### src/rtl/uart_pkg.sv
// Shared definitions for the multi-channel UART receive arbiter.
package uart_pkg;

  typedef enum logic {
    IDLE    = 1'b0,
    PRESENT = 1'b1
  } arb_state_e;

  function automatic int chanIdxWidth(input int nch);
    return (nch < 2) ? 1 : $clog2(nch);
  endfunction

endpackage

### src/rtl/uart_chan_fifo.sv
// Per-channel byte FIFO with fall-through read: when empty, data_o shows the
// incoming byte so a same-cycle push and pop passes the byte straight through.
// A push while full is accepted only if a pop happens in the same cycle.
module uart_chan_fifo #(
  parameter int DW    = 8,
  parameter int DEPTH = 2
) (
  input  logic          clk,
  input  logic          rst,
  input  logic          push_i,
  input  logic          pop_i,
  input  logic [DW-1:0] data_i,
  output logic [DW-1:0] data_o,
  output logic          full_o,
  output logic          empty_o
);

  localparam int AW = $clog2(DEPTH);
  localparam logic [AW:0] DEPTH_W = (AW + 1)'(DEPTH);

  logic [DW-1:0] mem_q [DEPTH];
  logic [AW-1:0] wrPtr_q;
  logic [AW-1:0] rdPtr_q;
  logic [AW:0]   count_q;
  logic          wrEn;
  logic          rdEn;

  assign full_o  = (count_q == DEPTH_W);
  assign empty_o = (count_q == '0);
  assign wrEn    = push_i & (~full_o | pop_i);
  assign rdEn    = pop_i & (~empty_o | push_i);
  assign data_o  = empty_o ? data_i : mem_q[rdPtr_q];

  // Storage array; contents need no reset because the count gates visibility.
  always_ff @(posedge clk) begin
    if (wrEn) begin
      mem_q[wrPtr_q] <= data_i;
    end
  end

  // Pointer and occupancy bookkeeping.
  always_ff @(posedge clk or posedge rst) begin
    if (rst) begin
      wrPtr_q <= '0;
      rdPtr_q <= '0;
      count_q <= '0;
    end else begin
      if (wrEn) begin
        wrPtr_q <= wrPtr_q + 1'b1;
      end
      if (rdEn) begin
        rdPtr_q <= rdPtr_q + 1'b1;
      end
      case ({wrEn, rdEn})
        2'b10:   count_q <= count_q + 1'b1;
        2'b01:   count_q <= count_q - 1'b1;
        default: count_q <= count_q;
      endcase
    end
  end

endmodule

### src/rtl/uart_rx_arbiter.sv
// Merges NCH UART receive byte streams into one ready/valid output using
// round-robin selection over per-channel FIFOs, with sticky overrun flags.
module uart_rx_arbiter
  import uart_pkg::*;
#(
  parameter int  NCH   = 4,
  parameter int  DW    = 8,
  parameter int  DEPTH = 2,
  localparam int CW    = chanIdxWidth(NCH)
) (
  input  logic              clk,
  input  logic              rst,
  input  logic [NCH-1:0]    in_avl,
  input  logic [NCH*DW-1:0] in_data,
  input  logic [NCH-1:0]    chan_en,
  input  logic              out_rdy,
  output logic              out_avl,
  output logic [DW-1:0]     out_data,
  output logic [CW-1:0]     out_chan,
  input  logic [NCH-1:0]    ovr_clr,
  output logic [NCH-1:0]    ovr
);

  localparam logic [CW:0] NCH_W = (CW + 1)'(NCH);

  arb_state_e     state_q;
  logic [DW-1:0]  outData_q;
  logic [CW-1:0]  outChan_q;
  logic [CW-1:0]  lastGrant_q;
  logic [NCH-1:0] ovr_q;
  logic [NCH-1:0] ovr_d;

  logic [NCH-1:0] pushReq;
  logic [NCH-1:0] fifoFull;
  logic [NCH-1:0] fifoEmpty;
  logic [NCH-1:0] fifoPop;
  logic [NCH-1:0] chanReq;
  logic [NCH-1:0] overrun;
  logic [DW-1:0]  fifoData [NCH];
  logic           anyReq;
  logic           loadNext;
  logic [CW-1:0]  winIdx;

  assign pushReq = in_avl & chan_en;
  assign chanReq = ~fifoEmpty | pushReq;
  assign overrun = pushReq & fifoFull & ~fifoPop;
  assign ovr_d   = (ovr_q & ~ovr_clr) | overrun;

  for (genvar gi = 0; gi < NCH; gi++) begin : gChan
    uart_chan_fifo #(
      .DW    (DW),
      .DEPTH (DEPTH)
    ) uFifo (
      .clk     (clk),
      .rst     (rst),
      .push_i  (pushReq[gi]),
      .pop_i   (fifoPop[gi]),
      .data_i  (in_data[gi*DW +: DW]),
      .data_o  (fifoData[gi]),
      .full_o  (fifoFull[gi]),
      .empty_o (fifoEmpty[gi])
    );
  end

  // Round-robin search starting just after the last granted channel.
  always_comb begin
    logic [CW:0] cand;
    cand   = '0;
    winIdx = '0;
    anyReq = 1'b0;
    for (int k = 1; k <= NCH; k++) begin
      cand = {1'b0, lastGrant_q} + (CW + 1)'(k);
      if (cand >= NCH_W) begin
        cand = cand - NCH_W;
      end
      if (!anyReq && chanReq[cand[CW-1:0]]) begin
        anyReq = 1'b1;
        winIdx = cand[CW-1:0];
      end
    end
  end

  // A new byte can be loaded when idle or when the current one is accepted.
  always_comb begin
    loadNext = anyReq && ((state_q == IDLE) || out_rdy);
    fifoPop  = '0;
    if (loadNext) begin
      fifoPop[winIdx] = 1'b1;
    end
  end

  // Output FSM with registered byte, channel and grant pointer.
  always_ff @(posedge clk or posedge rst) begin
    if (rst) begin
      state_q     <= IDLE;
      outData_q   <= '0;
      outChan_q   <= '0;
      lastGrant_q <= CW'(NCH - 1);
    end else begin
      case (state_q)
        IDLE: begin
          if (loadNext) begin
            state_q     <= PRESENT;
            outData_q   <= fifoData[winIdx];
            outChan_q   <= winIdx;
            lastGrant_q <= winIdx;
          end
        end
        PRESENT: begin
          if (out_rdy) begin
            if (loadNext) begin
              outData_q   <= fifoData[winIdx];
              outChan_q   <= winIdx;
              lastGrant_q <= winIdx;
            end else begin
              state_q <= IDLE;
            end
          end
        end
        default: state_q <= IDLE;
      endcase
    end
  end

  // Sticky overrun flags; a new overrun beats a same-cycle clear.
  always_ff @(posedge clk or posedge rst) begin
    if (rst) begin
      ovr_q <= '0;
    end else begin
      ovr_q <= ovr_d;
    end
  end

  assign out_avl  = (state_q == PRESENT);
  assign out_data = outData_q;
  assign out_chan = outChan_q;
  assign ovr      = ovr_q;

endmodule

### config.mk
export PLATFORM = sky130hd
export DESIGN_NAME = uart_rx_arbiter
export DESIGN_NICKNAME = d
export VERILOG_FILES = /design/src/rtl/uart_pkg.sv /design/src/rtl/uart_chan_fifo.sv /design/src/rtl/uart_rx_arbiter.sv
export SDC_FILE = /design/constraint.sdc
export NUM_CORES = 1
export LEC_CHECK = 0
export CORE_UTILIZATION = 40
export CTS_CLUSTER_DIAMETER = 200
export DETAILED_ROUTE_END_ITERATION = 7
export GPL_ROUTABILITY_DRIVEN = 0
export PLACE_DENSITY = 0.69
export SLEW_MARGIN = 25
export SYNTH_ARGS = -nofsm -noshare
export SYNTH_HDL_FRONTEND = slang
export SYNTH_SLANG_ARGS = --single-unit
### constraint.sdc
create_clock -name clk -period 2.41 [get_ports clk]
set_input_delay 0.6025 -clock clk [delete_from_list [all_inputs] [get_ports clk]]
set_output_delay 0.6025 -clock clk [all_outputs]
set_load 0.01 [all_outputs]
### After elaboration in Yosys (flattened, before gate mapping)

Memory sizes are Yosys's and may differ from the RTL's.
Index checks and enable logic that the tools add are counted.

| word-level totals | value |
|---|---|
| flip-flop bits (word level) | 33 |
| RAM bits | 64 |
| output and inout port bits | 15 |
| word-level logic and storage cells | 175 |
| memories | 4 |

| cells by class | value |
|---|---|
| add/subtract/negate cells | 24 |
| $lt $le $gt $ge | 11 |
| equal/unequal tests | 13 |
| multiplexer cells | 54 |
| bitwise logic cells | 35 |
| reductions and logical operators | 17 |

Memory list:

| memory | words | width | read ports | clocked after memory_dff | write ports | RTL line | text |
|---|---|---|---|---|---|---|---|
| gChan[0].uFifo.mem_q | 2 | 8 | 1 | 0 | 1 | uart_chan_fifo.sv:21 | `logic [DW-1:0] mem_q [DEPTH];` |
| gChan[1].uFifo.mem_q | 2 | 8 | 1 | 0 | 1 | uart_chan_fifo.sv:21 |  |
| gChan[2].uFifo.mem_q | 2 | 8 | 1 | 0 | 1 | uart_chan_fifo.sv:21 |  |
| gChan[3].uFifo.mem_q | 2 | 8 | 1 | 0 | 1 | uart_chan_fifo.sv:21 |  |

Operator list:

| cell | count |
|---|---|
| $mux 8 | 8 |
| $mux 2 | 12 |
| $pmux 2 s2 | 6 |
| $mux 1 | 19 |
| $and 4x4->4 | 4 |
| $bmux 8 s2 | 1 |
| $eq 2x2->1 const B | 8 |
| $pmux 8 s2 | 1 |
| $sub 2x1->2 const B | 8 |
| $ge 3x3->1 const B | 5 |
| $lt 2x3->1 const B | 5 |
| $not 4->4 | 3 |
| $not 1->1 | 9 |
| $add 1x1->1 const B | 8 |
| $add 2x1->2 const B | 4 |
| $and 1x1->1 | 8 |
| $bmux 1 s2 | 4 |
| $eq 2x1->1 const B | 4 |
| $logic_not 2->1 | 4 |
| $or 1x1->1 | 8 |
| $or 4x4->4 | 2 |
| $reduce_bool 2->1 | 4 |
| $add 2x2->3 const B | 2 |
| $logic_and 1x1->1 | 5 |
| 10 further kinds | 12 |

### Logic depth before layout (Yosys ltp)

| depth | value |
|---|---|
| depth after elaboration | 24 |
| mapped depth | 11 |

### Modules after synthesis

Synthesis repeated with hierarchy kept, for this count alone.

| unflattened totals | value |
|---|---|
| cell total of the unflattened synthesis | 351 |
| area total of the unflattened synthesis | 4473.0 µm² |

Modules (own cells, without submodules):

| module | times used | cells an instance | area an instance (µm²) | sequential area each (µm²) |
|---|---|---|---|---|
| uart_chan_fifo | 4 | 62 | 849.6 | 580.6 |
| uart_rx_arbiter | 1 | 103 | 1074.8 | 427.9 |

### Worst setup path before layout

No wires, ideal clock.

| timing | value |
|---|---|
| kind | input-to-reg |
| from | input in_avl[3] |
| to | memory gChan[1].uFifo.mem_q[1][0] (enable) |
| setup time | 0.371 ns |
| arrival | 2.375 ns |
| slack | -0.336 ns |
| cell stages on the path | 6 |
| buffers on the path | 0 |
| cell sequence | a211o_1 > a211oi_1 > nor2_1 > a211oi_2 > o311ai_4 > nor2_1 |

| on the way | value |
|---|---|
| longest elaborated chain between the ends | 23 |
| elaborated cells on any way between the ends | 35 |

Ends and longest elaborated chain:

| element | RTL line | text |
|---|---|---|
| from (decl) | uart_rx_arbiter.sv:13 | `input logic [NCH-1:0] in_avl,` |
| $and 4x4->4 * | uart_rx_arbiter.sv:44 | `assign pushReq = in_avl & chan_en;` |
| $or 4x4->4 * | uart_rx_arbiter.sv:45 | `assign chanReq = ~fifoEmpty \| pushReq;` |
| $bmux 1 s2 | uart_rx_arbiter.sv:76 | `if (!anyReq && chanReq[cand[CW-1:0]]) begin` |
| $mux 1 (not written as such) | uart_rx_arbiter.sv:76 |  |
| $mux 1 | uart_rx_arbiter.sv:76 |  |
| $logic_not 1->1 | uart_rx_arbiter.sv:76 |  |
| $logic_and 1x1->1 | uart_rx_arbiter.sv:76 |  |
| $mux 1 | uart_rx_arbiter.sv:76 |  |
| [... 7 more ...] | -- |  |
| $logic_and 1x1->1 (not written as such) | uart_rx_arbiter.sv:88 | `fifoPop[winIdx] = 1'b1;` |
| $mux 1 (not written as such) | uart_rx_arbiter.sv:88 |  |
| $demux 1 s2 | uart_rx_arbiter.sv:88 |  |
| $mux 4 * | uart_rx_arbiter.sv:87 | `if (loadNext) begin` |
| $or 1x1->1 * | uart_chan_fifo.sv:30 | `assign wrEn = push_i & (~full_o \| pop_i);` |
| $and 1x1->1 * | uart_chan_fifo.sv:30 |  |
| $mux 1 * | uart_chan_fifo.sv:36 | `if (wrEn) begin` |
| $mux 1 (not written as such) * | uart_chan_fifo.sv:37 | `mem_q[wrPtr_q] <= data_i;` |
| to (decl) | uart_chan_fifo.sv:21 |  |

Every way passes the cells marked *; elsewhere a longest branch is shown, timed or not. The select of a mux whose other input is x is not followed.

### Worst setup path in the final report

| timing | value |
|---|---|
| from | register gChan[2].uFifo.count_q[1] |
| to | register gChan[2].uFifo.count_q[1] |

| on the way | value |
|---|---|
| longest elaborated chain between the ends | 24 |
| elaborated cells on any way between the ends | 45 |

Ends and longest elaborated chain:

| element | RTL line | text |
|---|---|---|
| from (decl) | uart_chan_fifo.sv:24 | `logic [AW:0] count_q;` |
| from (signal assigned) | uart_chan_fifo.sv:55 | `2'b10: count_q <= count_q + 1'b1;` |
| from (signal assigned) | uart_chan_fifo.sv:56 | `2'b01: count_q <= count_q - 1'b1;` |
| from (signal assigned) | uart_chan_fifo.sv:57 | `default: count_q <= count_q;` |
| $logic_not 2->1 | uart_chan_fifo.sv:29 | `assign empty_o = (count_q == '0);` |
| $not 4->4 | uart_rx_arbiter.sv:45 |  |
| $or 4x4->4 | uart_rx_arbiter.sv:45 |  |
| $bmux 1 s2 | uart_rx_arbiter.sv:76 |  |
| $mux 1 (not written as such) | uart_rx_arbiter.sv:76 |  |
| $mux 1 | uart_rx_arbiter.sv:76 |  |
| $logic_not 1->1 | uart_rx_arbiter.sv:76 |  |
| $logic_and 1x1->1 | uart_rx_arbiter.sv:76 |  |
| [... 8 more ...] | -- |  |
| $logic_and 1x1->1 (not written as such) | uart_rx_arbiter.sv:88 |  |
| $mux 1 (not written as such) | uart_rx_arbiter.sv:88 |  |
| $demux 1 s2 | uart_rx_arbiter.sv:88 |  |
| $mux 4 | uart_rx_arbiter.sv:87 |  |
| $or 1x1->1 | uart_chan_fifo.sv:30 |  |
| $and 1x1->1 | uart_chan_fifo.sv:30 |  |
| $eq 2x1->1 / $eq 2x2->1 (equally long branches) | uart_chan_fifo.sv:54 | `case ({wrEn, rdEn})` |
| $pmux 2 s2 / $reduce_bool 2->1 (equally long branches) | -- |  |

Several ways; a longest one is shown, not always the timed one. The select of a mux whose other input is x is not followed.
A chain may end at the register's enable or synchronous reset.

==> summary by stage <==
Outcome
The flow ran to the end, but the final reports show violations. The checks that failed: negative setup slack.

Clocking
Clock-pin slew was measured on the worst setup and hold paths at around 0.10 ns. The clock reaches the later pin of the worst-skew pair after approximately 0.36 ns. The maximum buffer depth of the clock tree is 2. The TritonCTS sink count is 97. Buffers inserted to repair hold after CTS numbered 0. The root buffer cell chosen for the clock tree is sky130_fd_sc_hd__clkbuf_8. In this run the number of H-tree levels came out at 3. TritonCTS built the clock tree. The TritonCTS buffer count is 9.

Yosys
Summing the sequential cell areas from Yosys gives just over 60% of the chip area. The adder and majority gate portion of the synthesized area is between 1 and 1.5%. The post-synthesis compound-gate area fraction is between 10 and 15%. Synthesis produced 352 cells.

In the post-synthesis netlist, the cell with the most instances is sky130_fd_sc_hd__edfxtp_1. The largest family of logic cells by synthesized area is compound AO/OA/AOI/OAI gates. The top cell type's share of synthesized area is around 43%. The number of distinct library cell variants in the gate-level netlist after synthesis is 35. The leading area contributor after synthesis is sky130_fd_sc_hd__edfxtp_1. In this run the cell area of the synthesized design comes to ~4400 sq um. The post-synthesis share of cell area spent on xor and xnor gates is ~3.9%. For this run, asynchronously set or reset flops after synthesis account for about a third. In the synthesized netlist, the cells that appear most often are sky130_fd_sc_hd__edfxtp_1, sky130_fd_sc_hd__nor2_1, sky130_fd_sc_hd__mux2i_1. Measured against the total synthesized area, the mux share comes to between 10% and 20%.

Synthesis inferred 97 register bits. The commonest register cell after synthesis is sky130_fd_sc_hd__edfxtp_1. The post-synthesis simple-gate area fraction is roughly 8%. The net count after synthesis is 403. The post-synthesis area per instance is 12.6 sq um.

By area the synthesized netlist is led by sky130_fd_sc_hd__edfxtp_1, sky130_fd_sc_hd__dfrtp_1, sky130_fd_sc_hd__mux2i_1. The number of flops mapped to enable cells by yosys is 64. For this run, the number of Yosys warnings is 0.

Detailed routing
The average wire per cell in the routed design is around 16 um. After detailed routing, the total wire length is between 9000 and 10000 um. The detailed router finished its first iteration with ~140 violations. Before antenna repair, the detailed router went through 4 iterations. The number of vias per cell after detailed routing is ~5. For this block, the via count after detailed routing is about 3000. In the routed design, unresolved DRC markers number 0. The antenna violation net count after detailed routing is 0.

Floorplan
The die is about 110 um tall. The die covers between 10000 and 15000 sq um. The effective utilization at floorplan is 41.0%. The number of ports placed on the die boundary is 62. The core region is 10800 sq um. The placement row count is 38. The width of the chip is approximately 110 um.

STA
Setup violations remaining at the end of the flow were counted as 8. The post-route clock skew is around 0.014 ns. The measured slew at the worst slew-check pin is just under 0.6 ns. Setup repair after global routing could not meet its margin everywhere. Of the available clock period, the critical path in the final layout requires 103%. The count of final max-slew check failures is 0. The highest attainable clock frequency is 405 MHz. The hold violation total from the final report is 0.

The shortest clock period the worst path allows after layout is between 2 and 2.5 ns. The worst pin sits at a relative slew slack of about three fifths. The worst setup slack after layout is -0.0619 ns.

Run
Across the run, the number of max-cap violations was 0.

Min path
The worst hold path depth is 2. The worst hold path begins at out_data[6]$_DFFE_PP0P_. The worst hold path belongs to the class register to register.

Finish
After filler insertion, the fill cell instance count of the layout stands at approximately 910. The end-of-flow core utilization is 56.0%. The number of inserted diodes is 0. The number of nets in the finished design is 520. The fraction of final layout cells with drive strength greater than 1 is around a quarter.

After the flow finishes, the layout carries non-filler instances totaling 614. Relative to the synthesized area, the layout overhead comes to 36.8%. Summing all non-filler instances in the final layout gives an area of around 6100 sq um.

Global routing
The first-pass GRT wire length is 15200 um. The number of antenna violations at the first check in global routing came to 0. The largest net degree at the start of global routing is 34.

The number of global-route vias before repair was a little over 3000. The overall track demand over capacity in global routing is between 15 and 20%. The total overflow left after global routing is 0.

Setup path
The element type at the critical path end is a register. The peak fanout along the critical path is 4. The data arrival time at the worst-slack endpoint is between 2 and 3 ns. In this run the worst setup path begins at gChan[2].uFifo.count_q[1]$_DFFE_PP0P_.

The worst setup path is launched from a register. The critical path is of the register to register type. The cell depth of the worst flop-to-flop path is 10. The startpoint of the worst-slack reg-to-reg timing path is gChan[2].uFifo.count_q[1]$_DFFE_PP0P_. The required arrival time at the worst endpoint is approximately 2.7 ns.

Power
In this run the static leakage power is roughly 2.4 nW. For this design the ratio of total power to cell area is 1220 nW/um^2. IR analysis of the VDD net gives a maximum drop of around 0.55 mV. Summing internal, switching and leakage power gives about 7.4 mW.

Place
The post-detailed-placement half-perimeter wirelength is 7110 um. The worst slack at placement is -0.730 ns. The number of cells in the design after placement is a little under 600. The placed instances occupy a cell area of between 5000 and 6000 sq um. Input and output buffers added on the ports amount to approximately 60.
report_power, final:
group          internal [mW]  total [mW]  switching, mW  leakage [nW]
Combinational           1.91        3.77           1.86          1.37
Clock                  0.393        1.00          0.611        0.0884
Sequential              2.23        2.63          0.406         0.978
Total                   4.54        7.41           2.88          2.44
what timing repair did:
item / in CTS / in global routing
pin swaps: 20 / 10
gates resized for setup: 42 / 14
setup endpoints to repair: 83 / 51
buffers inserted: 11 / 2
logic make-up after synthesis:
family	Yosys count
fa+ha+maj	4
buf+inv	30
xor+xnor	20
compound gates	68
mux	48
simple gates	85
flops	97
per-layer routing:
| layer | track usage [%] | wire (um) | vias to the layer above |
|---|---|---|---|
| met5 | 0 | 0 | - |
| met4 | 5.87 | 152 | 0 |
| met3 | 2.97 | 284 | 13 |
| met2 | 30.4 | 5020 | 51 |
| met1 | 22.1 | 4370 | 1481 |
| li1 | - | - | 1504 |
layout make-up:
class	instances	area (sq um)	share of cell area, %
Clock inverter	7	61.3	1.01
Inverter	16	60.1	0.989
Timing Repair Buffer	120	1110	18.2
Clock buffer	9	124	2.04
Tap cell	140	175	2.88
Multi-Input combinational cell	225	1800	29.6
Sequential cell	97	2750	45.3
worst max-delay path, stage by stage (launching register included):
cell                       delay (ns)
sky130_fd_sc_hd__dfrtp_1         0.41
sky130_fd_sc_hd__a211o_4         0.35
sky130_fd_sc_hd__o41ai_4         0.41
sky130_fd_sc_hd__buf_4           0.19
sky130_fd_sc_hd__nor3_4          0.05
sky130_fd_sc_hd__a311oi_2        0.27
sky130_fd_sc_hd__nand3b_4        0.26
sky130_fd_sc_hd__ha_4            0.16
sky130_fd_sc_hd__xnor2_2         0.11
sky130_fd_sc_hd__nor2_2          0.05
sky130_fd_sc_hd__xnor2_1         0.11
layout by cell type (no fill, tap or decap), drive strengths merged, types with 2 or more instances in the layout:
cell,n
o311ai,2
nor2b,2
buf,64
a22oi,9
xor2,4
a211o,5
nand4b,2
and3,2
nand3,3
mux2i,48
clkdlybuf4s50,53
a21o,3
nand2,18
a211oi,5
o22ai,3
ha,4
o21ai,2
edfxtp,64
clkinvlp,2
clkbuf,9
clkinv,2
a21oi,36
dfstp,2
clkdlybuf4s15,3
dfrtp,31
xnor2,16
inv,19
nor2,53
sequential cells by signal, indices dropped and copies added, names as in the netlist:
signal and count:
lastGrant_q 2, gChan.uFifo.mem_q 64, out_chan 2, gChan.uFifo.rdPtr_q 4, out_data 8, gChan.uFifo.wrPtr_q 4, out_avl 1, gChan.uFifo.count_q 8
ovr 4
path summary, 6_finish.rpt:
check                                                             end  slack, ns
worst max-delay path            gChan[2].uFifo.count_q[1]$_DFFE_PP0P_      -0.06
worst min-delay path                          out_data[6]$_DFFE_PP0P_       0.49
worst max register to register  gChan[2].uFifo.count_q[1]$_DFFE_PP0P_      -0.06
worst min register to register                out_data[6]$_DFFE_PP0P_       0.49
max in group asynchronous                  lastGrant_q[1]$_DFFE_PP1P_       1.44
min in group asynchronous       gChan[3].uFifo.count_q[0]$_DFFE_PP0P_       0.62
per-stage QoR:
stage,hold WS [ns],TNS [ns]
final,0.488,-0.0852
after global routing,0.509,-1.39
after detailed placement,0.463,-54.54
after global placement,0.450,-50.83
after floorplan,0.477,-5.93
after CTS,0.484,-0.0104
(Power assumes the default switching activity.)
